## src/rtl/pc_seq_if.sv

```systemverilog
// Fetch-side bundle between the PC sequencer and its surroundings:
// pc register, instruction memory, hazard unit and redirect sources.
interface pc_seq_if;
  logic [31:0] pc_q;
  logic [31:0] pc_d;
  logic        fetch_req;
  logic        fetch_gnt;
  logic        stall;
  logic        br_valid;
  logic [31:0] br_target;
  logic        trap_valid;
  logic [31:0] trap_target;
  logic        halt_req;
  logic        resume;
  logic        flush;
  logic        halted;

  modport master (
    output pc_q, fetch_gnt, stall,
    output br_valid, br_target,
    output trap_valid, trap_target,
    output halt_req, resume,
    input  pc_d, fetch_req, flush, halted
  );

  modport slave (
    input  pc_q, fetch_gnt, stall,
    input  br_valid, br_target,
    input  trap_valid, trap_target,
    input  halt_req, resume,
    output pc_d, fetch_req, flush, halted
  );
endinterface

```

## src/rtl/pc_seq.sv

```systemverilog
// Next-PC sequencer: BOOT/RUN/HALT control, redirect priority and
// a one-entry pending redirect held while fetch cannot advance.
module pc_seq #(
  parameter logic [31:0] RESET_VECTOR = 32'h0000_0000
) (
  input logic   clk,
  input logic   rst_n,
  pc_seq_if.slave bus
);

  typedef enum logic [1:0] {
    BOOT = 2'd0,
    RUN  = 2'd1,
    HALT = 2'd2
  } state_e;

  state_e      state_q, state_d;
  logic        pend_valid_q, pend_valid_d;
  logic        pend_trap_q, pend_trap_d;
  logic [31:0] pend_target_q, pend_target_d;

  logic [31:0] br_tgt;
  logic [31:0] trap_tgt;
  logic        advance;

  assign br_tgt   = bus.br_target & ~32'h3;
  assign trap_tgt = bus.trap_target & ~32'h3;
  assign advance  = (state_q == RUN) & bus.fetch_gnt & ~bus.stall;

  always_ff @(posedge clk or negedge rst_n) begin
    if (!rst_n) begin
      state_q       <= BOOT;
      pend_valid_q  <= 1'b0;
      pend_trap_q   <= 1'b0;
      pend_target_q <= 32'h0;
    end else begin
      state_q       <= state_d;
      pend_valid_q  <= pend_valid_d;
      pend_trap_q   <= pend_trap_d;
      pend_target_q <= pend_target_d;
    end
  end

  always_comb begin
    state_d = state_q;
    unique case (state_q)
      BOOT:    state_d = RUN;
      RUN:     if (bus.halt_req) state_d = HALT;
      HALT:    if (bus.resume) state_d = RUN;
      default: state_d = BOOT;
    endcase
  end

  // A queued trap is never displaced by a later branch.
  always_comb begin
    pend_valid_d  = pend_valid_q;
    pend_trap_d   = pend_trap_q;
    pend_target_d = pend_target_q;
    if (advance) begin
      pend_valid_d = 1'b0;
      pend_trap_d  = 1'b0;
    end else if (bus.trap_valid) begin
      pend_valid_d  = 1'b1;
      pend_trap_d   = 1'b1;
      pend_target_d = trap_tgt;
    end else if (bus.br_valid &&
                 !(pend_valid_q && pend_trap_q)) begin
      pend_valid_d  = 1'b1;
      pend_trap_d   = 1'b0;
      pend_target_d = br_tgt;
    end
  end

  always_comb begin
    bus.pc_d      = bus.pc_q;
    bus.fetch_req = 1'b0;
    bus.flush     = 1'b0;
    bus.halted    = 1'b0;
    unique case (state_q)
      BOOT: bus.pc_d = RESET_VECTOR;
      RUN: begin
        bus.fetch_req = 1'b1;
        if (advance) begin
          bus.flush = 1'b1;
          if (bus.trap_valid)
            bus.pc_d = trap_tgt;
          else if (bus.br_valid)
            bus.pc_d = br_tgt;
          else if (pend_valid_q)
            bus.pc_d = pend_target_q;
          else begin
            bus.pc_d  = bus.pc_q + 32'd4;
            bus.flush = 1'b0;
          end
        end
      end
      HALT: bus.halted = 1'b1;
      default: bus.pc_d = RESET_VECTOR;
    endcase
  end

endmodule

```

## src/flat_wrapper.sv

```systemverilog
// flat-port wrapper written by rule: the top's interface ports become plain ports
module pc_seq_flat 
#(
  parameter logic [31:0] RESET_VECTOR = 32'h0000_0000
)
  (clk, rst_n, bus_pc_q, bus_fetch_gnt, bus_stall, bus_br_valid, bus_br_target, bus_trap_valid, bus_trap_target, bus_halt_req, bus_resume, bus_pc_d, bus_fetch_req, bus_flush, bus_halted);
  pc_seq_if bus_i ();
  input logic clk;
  input logic rst_n;
  input wire logic [$bits(bus_i.pc_q)-1:0] bus_pc_q;
  input wire logic [$bits(bus_i.fetch_gnt)-1:0] bus_fetch_gnt;
  input wire logic [$bits(bus_i.stall)-1:0] bus_stall;
  input wire logic [$bits(bus_i.br_valid)-1:0] bus_br_valid;
  input wire logic [$bits(bus_i.br_target)-1:0] bus_br_target;
  input wire logic [$bits(bus_i.trap_valid)-1:0] bus_trap_valid;
  input wire logic [$bits(bus_i.trap_target)-1:0] bus_trap_target;
  input wire logic [$bits(bus_i.halt_req)-1:0] bus_halt_req;
  input wire logic [$bits(bus_i.resume)-1:0] bus_resume;
  output wire logic [$bits(bus_i.pc_d)-1:0] bus_pc_d;
  output wire logic [$bits(bus_i.fetch_req)-1:0] bus_fetch_req;
  output wire logic [$bits(bus_i.flush)-1:0] bus_flush;
  output wire logic [$bits(bus_i.halted)-1:0] bus_halted;
  assign bus_i.pc_q = bus_pc_q;
  assign bus_i.fetch_gnt = bus_fetch_gnt;
  assign bus_i.stall = bus_stall;
  assign bus_i.br_valid = bus_br_valid;
  assign bus_i.br_target = bus_br_target;
  assign bus_i.trap_valid = bus_trap_valid;
  assign bus_i.trap_target = bus_trap_target;
  assign bus_i.halt_req = bus_halt_req;
  assign bus_i.resume = bus_resume;
  assign bus_pc_d = bus_i.pc_d;
  assign bus_fetch_req = bus_i.fetch_req;
  assign bus_flush = bus_i.flush;
  assign bus_halted = bus_i.halted;
  pc_seq #(.RESET_VECTOR(RESET_VECTOR)) u_core (.clk(clk), .rst_n(rst_n), .bus(bus_i));
endmodule
```

## config.mk

```make
export PLATFORM = sky130hd
export DESIGN_NAME = pc_seq_flat
export DESIGN_NICKNAME = d
export VERILOG_FILES = /design/src/rtl/pc_seq_if.sv /design/src/rtl/pc_seq.sv /design/src/flat_wrapper.sv
export SDC_FILE = /design/constraint.sdc
export NUM_CORES = 1
export LEC_CHECK = 0
export ABC_AREA = 1
export ABC_CLOCK_PERIOD_IN_PS = 5900
export BUFFER_PORTS_ARGS = -buffer_cell sky130_fd_sc_hd__clkbuf_2
export CORE_ASPECT_RATIO = 1.1
export CORE_MARGIN = 1.5
export CORE_UTILIZATION = 40
export CTS_BUF_LIST = sky130_fd_sc_hd__clkbuf_8
export DETAILED_ROUTE_END_ITERATION = 6
export PLACE_DENSITY = 0.67
export SYNTH_ARGS = -nofsm -noshare
export SYNTH_HDL_FRONTEND = slang
export SYNTH_SLANG_ARGS = --single-unit
```

## constraint.sdc

```tcl
create_clock -name clk -period 5.9 [get_ports clk]
set_input_delay 1.18 -clock clk [delete_from_list [all_inputs] [get_ports clk]]
set_output_delay 1.18 -clock clk [all_outputs]
set_load 0.1 [all_outputs]
```

==> impl_metrics.toml, run 1 <==
[floorplan]
die_w_um = 97.0
placementRows = 37
die_h_um = 106
dieArea_um2 = 10300
start_util_pct = 41.4
pin_count = 139
core_um2 = 9400

[sta]
grt_setup_unrepaired = "no"
worst_pin_slew_ps = 1240
max_freq_mhz = 203
setup_viol = 0
slew_headroom_pct = 17.6
period_share_pct = 83.4
drv_slew = 0
hold_viol = 0
setup_tns_ps = 0
period_needed_ps = 4920
fin_skew_ps = 5.42

[detailed_routing]
vias_per_cell = 5.37
drc = 0
drt_first_iter_violations = 328
wl_um = 14100
first_pass_iters = 5
antenna_left = 0
wl_per_cell_um = 15.0
routed-via-count = 5059

[flow_run]
cap_violations = 0

[setup_path]
crit_type = "input port to output pin"
setup.worst_path.start_class = "input port"
crit_chain = "clkbuf_2 > nor2_2 > inv_1 > o21ai_0 > inv_1 > o21ai_1 > nand2_1 > nor2_1 > clkbuf_2"
critPathRequiredTime_ps = 4720
worstSetupEndpointType = "output pin"
crit_family = "buffers and inverters"
crit_buf_inv = 4
max_stage_delay_ps = 530
cp.arrival_ps = 3740
slowest_stage = "inv_1"
critical_path.max_fanout = 29

[synth]
synth.net_count = 830
ys_ff_latch = 34
synth_top_area_share_pct = 29.2
netlist-cell-type-count = 29
synth_area_per_cell_um2 = 5.40
ys_top_cells_by_area = "nand2_1, dfrtp_1, a21oi_1, nor2_1, nand3_1"
async_flop_share_pct = 100
syn_area_um2 = 3890
synth_largest_area_cell = "nand2_1"
synth_cells = 721
synth_warnings = 0
seq_area_frac_synth_pct = 21.9
ys.flop_type = "dfrtp_1"
synth_edf_count = 0

[placed_design]
routabilityCongestion = 0.920
hpwl_um = 10200
portBuffers = 134

[global_routing]
antenna_found_initial = 0
grt_pass1_vias = 4865
grt_use_total_pct = 27.5
grt_pass1_wl_um = 23400
grt-ovfl-total = 0
grt_start_max_net_pins = 47

[final_layout]
synthToLayoutAreaGrowth_pct = 19.4
fillers = 1032
seqCellArea_um2 = 851
nets = 934
drive_gt1_share_pct = 19.8
multi_input_area_um2 = 2700
antenna_cells = 0

[worst_hold_path]
hp-class = "flip-flop to flip-flop"

[power]
total_power_mw = 2.17
p_sw_share_pct = 68.2
p_switching_mw = 1.48
p_int_mw = 0.689
peakVddDrop_v = 0.000363
p_leak_nw = 2.32
seqPwrFrac_pct = 17.4
pwr-share-comb_pct = 74.5
power_frac_clock_pct = 8.0
power_density_nw_per_um2 = 466

[clock_network]
ctsHtreeMaxLevel = 2
tritoncts = "done"
cts_hold_buf = 0
clockBufferDepth = 2
postCtsSetupRepairBufs = 0
numCtsBuffers = 5
cts_sinks = 34
clock-root-buffer = "clkbuf_8"
clkLatencyLatePin_ps = 300
cts.reportedPaths.clkPinSlew_ps = 80
ctsResizeCount = 0

[run_status]
status = "finished clean"
## power groups by stage
stage	Clock [mW]	Sequential [mW]	Combinational, mW
floorplan	0	0.354	1.34
global placement	0	0.375	1.59
detailed placement	0	0.382	1.61
CTS	0.175	0.377	1.61
global route	0.184	0.387	1.72
finish	0.174	0.378	1.61
## placed cells by master, fill, tap and decap left out
cell       Yosys  routed
a21oi_2        2       2
xor2_1         3       3
o22ai_1        1       1
nand3_2        1       1
a32oi_1        1       1
o21ai_0       42      42
xnor2_1        1       1
o21ai_1        3       3
o221ai_1       1       1
clkbuf_2       0     134
dfrtp_1       34      34
inv_2          2       2
nand2_1      303     303
nor2_1        71      70
clkbuf_8       0       5
buf_4          1       4
nor2_2        10      10
nand2_2        3       3
o31ai_1        1       1
a21oi_1       67      67
nand3_1       47      47
o2111ai_1      4       4
nor2_4         1       2
inv_1         45      47
o211ai_1       3       3
nand4_1        3       3
ha_1           5       5
a31oi_1       26      26
## through the flow
| step | setup WS, ps | instance area, um2 | cells | hold slack, ps | utilization (%) |
|---|---|---|---|---|---|
| 2_1_floorplan | 881 | 3890 | 721 | 454 | - |
| 3_3_place_gp | 1120 | 4570 | 935 | 467 | 48.6 |
| 3_5_place_dp | 1040 | 4570 | 935 | 515 | 48.6 |
| 4_1_cts | 1030 | 4650 | 942 | 533 | 49.4 |
| 5_1_grt | 730 | 4650 | 942 | 567 | 49.4 |
| 6_report | 982 | 4650 | 942 | 523 | 49.4 |
## metal layers
metal  vias up  global-route usage [%]  share of wire, %
li1       2544                       -                 -
met1      2312                    34.5                44
met5         -                       0                 0
met2       187                    48.7                49
met3        16                    3.88               5.8
met4         0                    8.39               1.4
## final cells by class
| cell class | instances | share of cell area, % |
|---|---|---|
| clock buffers | 5 | 1.48 |
| flip-flops and latches | 34 | 18.3 |
| clock inverters | 2 | 0.162 |
| inverters | 47 | 3.80 |
| repair buffers | 138 | 15.1 |
| well taps | 117 | 3.15 |
| multi-input cells | 599 | 58.0 |
## worst min-delay path, cell delays in order (launching register included)
cell and delay (ps):
dfrtp_1 360, nand2_1 50, o21ai_0 70
## synthesized netlist by cell type (5+ instances only)
master	count
a21oi_1	67
a31oi_1	26
buf_2	15
clkbuf_1	24
dfrtp_1	34
ha_1	5
inv_1	45
nand2_1	303
nand3_1	47
nor2_1	71
nor2_2	10
o21ai_0	42
## registers in the layout, indices dropped and copies added (netlist names)
register,count
u_core.state_q,2
u_core.pend_valid_q,1
u_core.pend_target_q,30
u_core.pend_trap_q,1
## worst paths after layout
check                                               start                              endpoint  slack [ps]  depth (start not counted)
min reg2reg                u_core.pend_trap_q$_DFFE_PN0P_        u_core.pend_trap_q$_DFFE_PN0P_         520                          2
max in group asynchronous                           rst_n   u_core.pend_target_q[6]$_DFFE_PN0P_        4250                          1
min in group asynchronous                           rst_n  u_core.pend_target_q[23]$_DFFE_PN0P_        1030                          1
min                        u_core.pend_trap_q$_DFFE_PN0P_        u_core.pend_trap_q$_DFFE_PN0P_         520                          2
max reg2reg                 u_core.state_q[1]$_DFFE_PN0P_  u_core.pend_target_q[24]$_DFFE_PN0P_        3050                         10
max                                          bus_br_valid                           bus_pc_d[1]         980                          9
## cell families (layout without fill, tap and decap cells)
family	after synthesis	after routing	share of synthesized area [%]
xor gates and xnor gates	4	4	0.900
and+or+nand+nor	439	439	45.2
buffers and inverters	88	192	9.07
AOI/OAI and AO/OA	151	151	21.3
DFF	34	34	21.9
adders and majority gates	5	5	1.61
Note: power is estimated with default switching activity, not from simulation.
==> run 2: changes to the inputs <==
--- a/config.mk
+++ b/config.mk
@@ -6,7 +6,7 @@
 export NUM_CORES = 1
 export LEC_CHECK = 0
 export ABC_AREA = 1
-export ABC_CLOCK_PERIOD_IN_PS = 5900
+export ABC_CLOCK_PERIOD_IN_PS = 4700
 export BUFFER_PORTS_ARGS = -buffer_cell sky130_fd_sc_hd__clkbuf_2
 export CORE_ASPECT_RATIO = 1.1
 export CORE_MARGIN = 1.5
==> constraint.sdc (replaced) <==
create_clock -name clk -period 4.7 [get_ports clk]
set_input_delay 0.94 -clock clk [delete_from_list [all_inputs] [get_ports clk]]
set_output_delay 0.94 -clock clk [all_outputs]
set_load 0.1 [all_outputs]
==> run 2 against run 1 <==
Effect of this change: worst setup slack worse by 96 ps; total power grew 44%; count of clock-buffer cells in the layout grew 1; combinational power rose by 50%; register-to-register slack worse by 910 ps; critical endpoint is now bus_pc_d[2]; highest routed layer unchanged.
==> impl_metrics.toml, run 2 (synthesis gave the netlist of run 1 again) <==
[clock_network]
clkLatencyLatePin_ps = 300
ctsResizeCount = 0
tritoncts = "done"
numCtsBuffers = 5
ctsHtreeMaxLevel = 2
cts.reportedPaths.clkPinSlew_ps = 80
cts_sinks = 34
clock-root-buffer = "clkbuf_8"
cts_hold_buf = 0
postCtsSetupRepairBufs = 0
clockBufferDepth = 2

[worst_hold_path]
hold_end = "u_core.pend_trap_q$_DFFE_PN0P_"
min_from = "u_core.pend_trap_q$_DFFE_PN0P_"
min_path_cells = 2
hp-class = "flip-flop to flip-flop"

[sta]
period_needed_ps = 3810
hold_ws_ps = 504
setup_tns_ps = 0
setup_viol = 0
fin_skew_ps = 2.93
grt_setup_unrepaired = "no"
drv_slew = 0
max_freq_mhz = 262
slew_headroom_pct = 22.6
hold_viol = 0
period_share_pct = 81.2
setup_slack_ps = 886
worst_pin_slew_ps = 1160

[setup_path]
ff2ff_setup_slack_ps = 2140
crit_path_frequent_cell = "nand2_1"
crit_chain = "clkbuf_2 > inv_2 > nand2_1 > nand2_1 > o21ai_0 > nand2_1 > nand2_1 > a21oi_1 > clkbuf_2"
crit_type = "input port to output pin"
max_stage_delay_ps = 570
setup.worst_path.start_class = "input port"
critical_path.max_fanout = 32
worstSetupEndpointType = "output pin"
r2r-start = "u_core.state_q[1]$_DFFE_PN0P_"
cp.arrival_ps = 2870
critPathRequiredTime_ps = 3760
reg2reg_depth = 10
r2r-end = "u_core.pend_target_q[13]$_DFFE_PN0P_"
slowest_stage = "inv_2"

[detailed_routing]
drt_first_iter_violations = 353
drc = 0
wl_per_cell_um = 15.5
antenna_left = 0
first_pass_iters = 6
routed-via-count = 5160
vias_per_cell = 5.44
wl_um = 14700

[final_layout]
nets = 940
final_util_pct = 53.7
layoutNonFillerInstCount = 949
synthToLayoutAreaGrowth_pct = 29.8
reg.largest.list = "u_core.pend_target_q: 30 flops, u_core.state_q: 2 flops"
antenna_cells = 0
fillers = 1007
drive_gt1_share_pct = 20.6
final_cell_mix = "nand2_1, clkbuf_2, nor2_1, a21oi_1, nand3_1"
largest_reg_flops = 30
multi_input_area_um2 = 2700
design_area_um2 = 5050
largest-register = "u_core.pend_target_q"
final_common_cell = "nand2_1"
seqCellArea_um2 = 851

[global_routing]
use_met3_pct = 4.27
grt-ovfl-total = 0
busiest_layer = "met2"
grt_pass1_vias = 5095
grt_use_total_pct = 28.8
met1_usage_pct = 36.1
grt_util_met2_pct = 50.9
grt_pass1_wl_um = 24400
grt_start_max_net_pins = 55
antenna_found_initial = 0

[run_status]
status = "finished clean"

[floorplan]
placementRows = 37
dieArea_um2 = 10300
die_w_um = 97.0
start_util_pct = 41.4
die_h_um = 106
pin_count = 139
core_um2 = 9400

[power]
peakVddDrop_v = 0.000513
power_density_nw_per_um2 = 617
p_leak_nw = 2.44
total_power_mw = 3.12

[placed_design]
place_inst = 941
portBuffers = 134
placed_area_um2 = 4960
post-place-ws_ps = 868
routabilityCongestion = 0.942
hpwl_um = 10800

[flow_run]
cap_violations = 0
==> run 2: cell types whose count changed in the layout (fill, tap and decap cells not counted), sizes merged <==
cell    change
buf        +29
clkbuf     -22
clkinv      +1
inv         -1
==> run 2: cell type report <==
| class | count | area share, % |
|---|---|---|
| Timing Repair Buffer | 144 | 21.6 |
| Clock inverter | 2 | 0.173 |
| Sequential cell | 34 | 16.8 |
| Inverter | 47 | 3.49 |
| Tap cell | 117 | 2.90 |
| Multi-Input combinational cell | 599 | 53.4 |
| Clock buffer | 6 | 1.63 |
==> run 2: worst max-delay path by stage <==
stage,startpoint,end,depth (start not counted)
6_report,bus_trap_valid,bus_pc_d[2],9
3_5_place_dp,bus_trap_valid,bus_pc_d[2],9
4_1_cts,bus_trap_valid,bus_pc_d[2],9
2_1_floorplan,u_core.state_q[1]$_DFFE_PN0P_,bus_pc_d[11],10
5_1_grt,bus_pc_q[2],bus_pc_d[10],11
3_3_place_gp,bus_trap_valid,bus_pc_d[2],9
==> run 2: routing by layer <==
layer | up-vias | part of all wire, %
met3 | 27 | 7.0
met2 | 218 | 49
met4 | 0 | 1.5
li1 | 2558 | -
met1 | 2357 | 42
met5 | - | 0
==> run 2: critical path: cells and delay by family <==
kind | cells | cell delay, ps
AOI/OAI and AO/OA | 2 | 200
buffers and inverters | 3 | 1350
and+or+nand+nor | 4 | 370
==> run 2: where the power goes <==
part	internal [mW]	switching, mW	leakage, nW
registers	0.398	0.0603	0.390
clock network	0.116	0.126	0.0524
logic	0.676	1.74	2.00
==> run 3: changes to the inputs <==
--- a/config.mk
+++ b/config.mk
@@ -6,14 +6,14 @@
 export NUM_CORES = 1
 export LEC_CHECK = 0
 export ABC_AREA = 1
-export ABC_CLOCK_PERIOD_IN_PS = 4700
+export ABC_CLOCK_PERIOD_IN_PS = 3290
 export BUFFER_PORTS_ARGS = -buffer_cell sky130_fd_sc_hd__clkbuf_2
 export CORE_ASPECT_RATIO = 1.1
 export CORE_MARGIN = 1.5
 export CORE_UTILIZATION = 40
 export CTS_BUF_LIST = sky130_fd_sc_hd__clkbuf_8
 export DETAILED_ROUTE_END_ITERATION = 6
-export PLACE_DENSITY = 0.67
+export PLACE_DENSITY = 0.69
 export SYNTH_ARGS = -nofsm -noshare
 export SYNTH_HDL_FRONTEND = slang
 export SYNTH_SLANG_ARGS = --single-unit
==> constraint.sdc (replaced) <==
create_clock -name clk -period 3.29 [get_ports clk]
set_input_delay 0.658 -clock clk [delete_from_list [all_inputs] [get_ports clk]]
set_output_delay 0.658 -clock clk [all_outputs]
set_load 0.1 [all_outputs]
==> run 3 against run 2 <==
Effect of this change: critical path depth up 4; sequential power is 42% higher; non-clock buffer count is 4 higher; register-to-register slack lost 950 ps; count of clock-buffer cells in the layout unchanged; combinational power rose by 70%; first-iteration DRC count increased by 3.4%; critical path type unchanged.
==> impl_metrics.toml, run 3 (synthesis gave the netlist of run 1 again) <==
[run_status]
status = "finished clean"

[sta]
hold_viol = 0
slew_headroom_pct = 33.7
drv_slew = 0
max_freq_mhz = 323
fin_skew_ps = 6.24
setup_tns_ps = 0
period_share_pct = 94.1
period_needed_ps = 3100
setup_viol = 0
worst_pin_slew_ps = 994
grt_setup_unrepaired = "no"

[placed_design]
routabilityCongestion = 0.988
portBuffers = 134
place_inst = 945
hpwl_um = 11000

[power]
seqPwrFrac_pct = 12.7
power_frac_clock_pct = 6.7
power_density_nw_per_um2 = 914
p_int_mw = 2.04
p_switching_mw = 3.07
p_sw_share_pct = 60.0
peakVddDrop_v = 0.000589
total_power_mw = 5.11
pwr-share-comb_pct = 80.6
p_leak_nw = 2.53

[detailed_routing]
vias_per_cell = 5.46
m1WireLength_um = 6290
drt_first_iter_violations = 365
wl_per_cell_um = 15.4
top_layer_used = "met4"
dr_wl_met3_um = 863
wl_met2_um = 7200
first_pass_iters = 5
drc = 0
wl_um = 14700
routed-via-count = 5206
antenna_left = 0

[global_routing]
antenna_found_initial = 0
grt_start_max_net_pins = 59
grt_pass1_vias = 5284
grt_use_total_pct = 29.0
grt-ovfl-total = 0
grt_pass1_wl_um = 24800

[clock_network]
ctsHtreeMaxLevel = 2
cts_sinks = 34
cts.reportedPaths.clkPinSlew_ps = 80
clockBufferDepth = 2
clock-root-buffer = "clkbuf_8"
numCtsBuffers = 5
cts_hold_buf = 0
postCtsSetupRepairBufs = 0
tritoncts = "done"
clkLatencyLatePin_ps = 300

[worst_hold_path]
hp-class = "flip-flop to flip-flop"
min_path_cells = 2

[setup_path]
crit_chain = "clkbuf_2 > ha_1 > nand3_2 > nor2_1 > nand2_1 > nand2_1 > nand3_1 > nand2_1 > nand2_1 > nand2_1 > nand2_1 > a21oi_4 > buf_12"
max_stage_delay_ps = 400
critPathRequiredTime_ps = 2630
setup.worst_path.start_class = "input port"
slowest_stage = "nor2_1"
crit_type = "input port to output pin"
cp.arrival_ps = 2440
worstSetupEndpointType = "output pin"
crit_path_frequent_cell = "nand2_1"
critical_path.max_fanout = 5
reg2reg_depth = 10
crit_buf_inv = 2
worstSetupPathDepth = 13
crit_family = "simple AND/OR/NAND/NOR gates"

[flow_run]
cap_violations = 0

[final_layout]
layoutNonFillerInstCount = 953
final_cell_mix = "nand2_1, clkbuf_2, nor2_1, nand3_1, inv_1"
antenna_cells = 0
final_common_cell = "nand2_1"
largest_reg_flops = 30
largest-register = "u_core.pend_target_q"
reg.largest.list = "u_core.pend_target_q: 30 flops, u_core.state_q: 2 flops"
synthToLayoutAreaGrowth_pct = 43.8
nets = 944
drive_gt1_share_pct = 24.8

[floorplan]
dieArea_um2 = 10300
die_w_um = 97.0
placementRows = 37
die_h_um = 106
pin_count = 139
core_um2 = 9400
start_util_pct = 41.4
## run 3: final cells by class
cell class	count	area, um2
Clock buffer	6	82.6
Clock inverter	2	8.76
Fill cell	930	3800
Inverter	47	176
Multi-Input combinational cell	599	3030
Sequential cell	34	851
Tap cell	117	146
Timing Repair Buffer	148	1300
## run 3: power by group through the flow
stage	combinational [mW]	sequential, mW	clock [mW]
floorplan	2.82	0.636	0
global placement	4.08	0.648	0
detailed placement	4.12	0.656	0
CTS	4.13	0.648	0.350
global route	4.32	0.669	0.364
finish	4.12	0.650	0.342
## run 3: timing repair
action | 4_1_cts | 5_1_grt
endpoints found under the hold margin | 0 | 0
resized for setup | 0 | 2
endpoints found under the setup margin | 0 | 2
## run 3: tightest hold or removal path, stage by stage (launching register included)
cell and delay (ps):
dfrtp_1 350, nand2_1 50, o21ai_0 60
## run 3: worst paths after layout
path | start | end | slack, ps
worst max-delay path | bus_pc_q[2] | bus_pc_d[24] | 190
worst min-delay path | u_core.pend_trap_q$_DFFE_PN0P_ | u_core.pend_trap_q$_DFFE_PN0P_ | 490
worst max register to register | u_core.state_q[1]$_DFFE_PN0P_ | u_core.pend_target_q[25]$_DFFE_PN0P_ | 1190
worst min register to register | u_core.pend_trap_q$_DFFE_PN0P_ | u_core.pend_trap_q$_DFFE_PN0P_ | 490
max in group asynchronous | rst_n | u_core.state_q[0]$_DFFE_PN0P_ | 2160
min in group asynchronous | rst_n | u_core.pend_target_q[3]$_DFFE_PN0P_ | 510
## run 3: metal layers
metal  track usage, %  vias to the layer above
met2             51.1                      206
met5                0                        -
met4             9.94                        0
li1                 -                     2570
met3             2.83                       35
met1             37.0                     2395
## run 3: per-stage QoR
stage / instance area (um2) / util (%) / hold slack [ps] / setup slack (ps)
2_1_floorplan: 4220 / - / 362 / 1.90
3_3_place_gp: 5490 / 58.5 / 472 / 177
3_5_place_dp: 5490 / 58.5 / 474 / 164
4_1_cts: 5590 / 59.4 / 492 / 153
5_1_grt: 5600 / 59.5 / 544 / 26.0
6_report: 5600 / 59.5 / 494 / 195
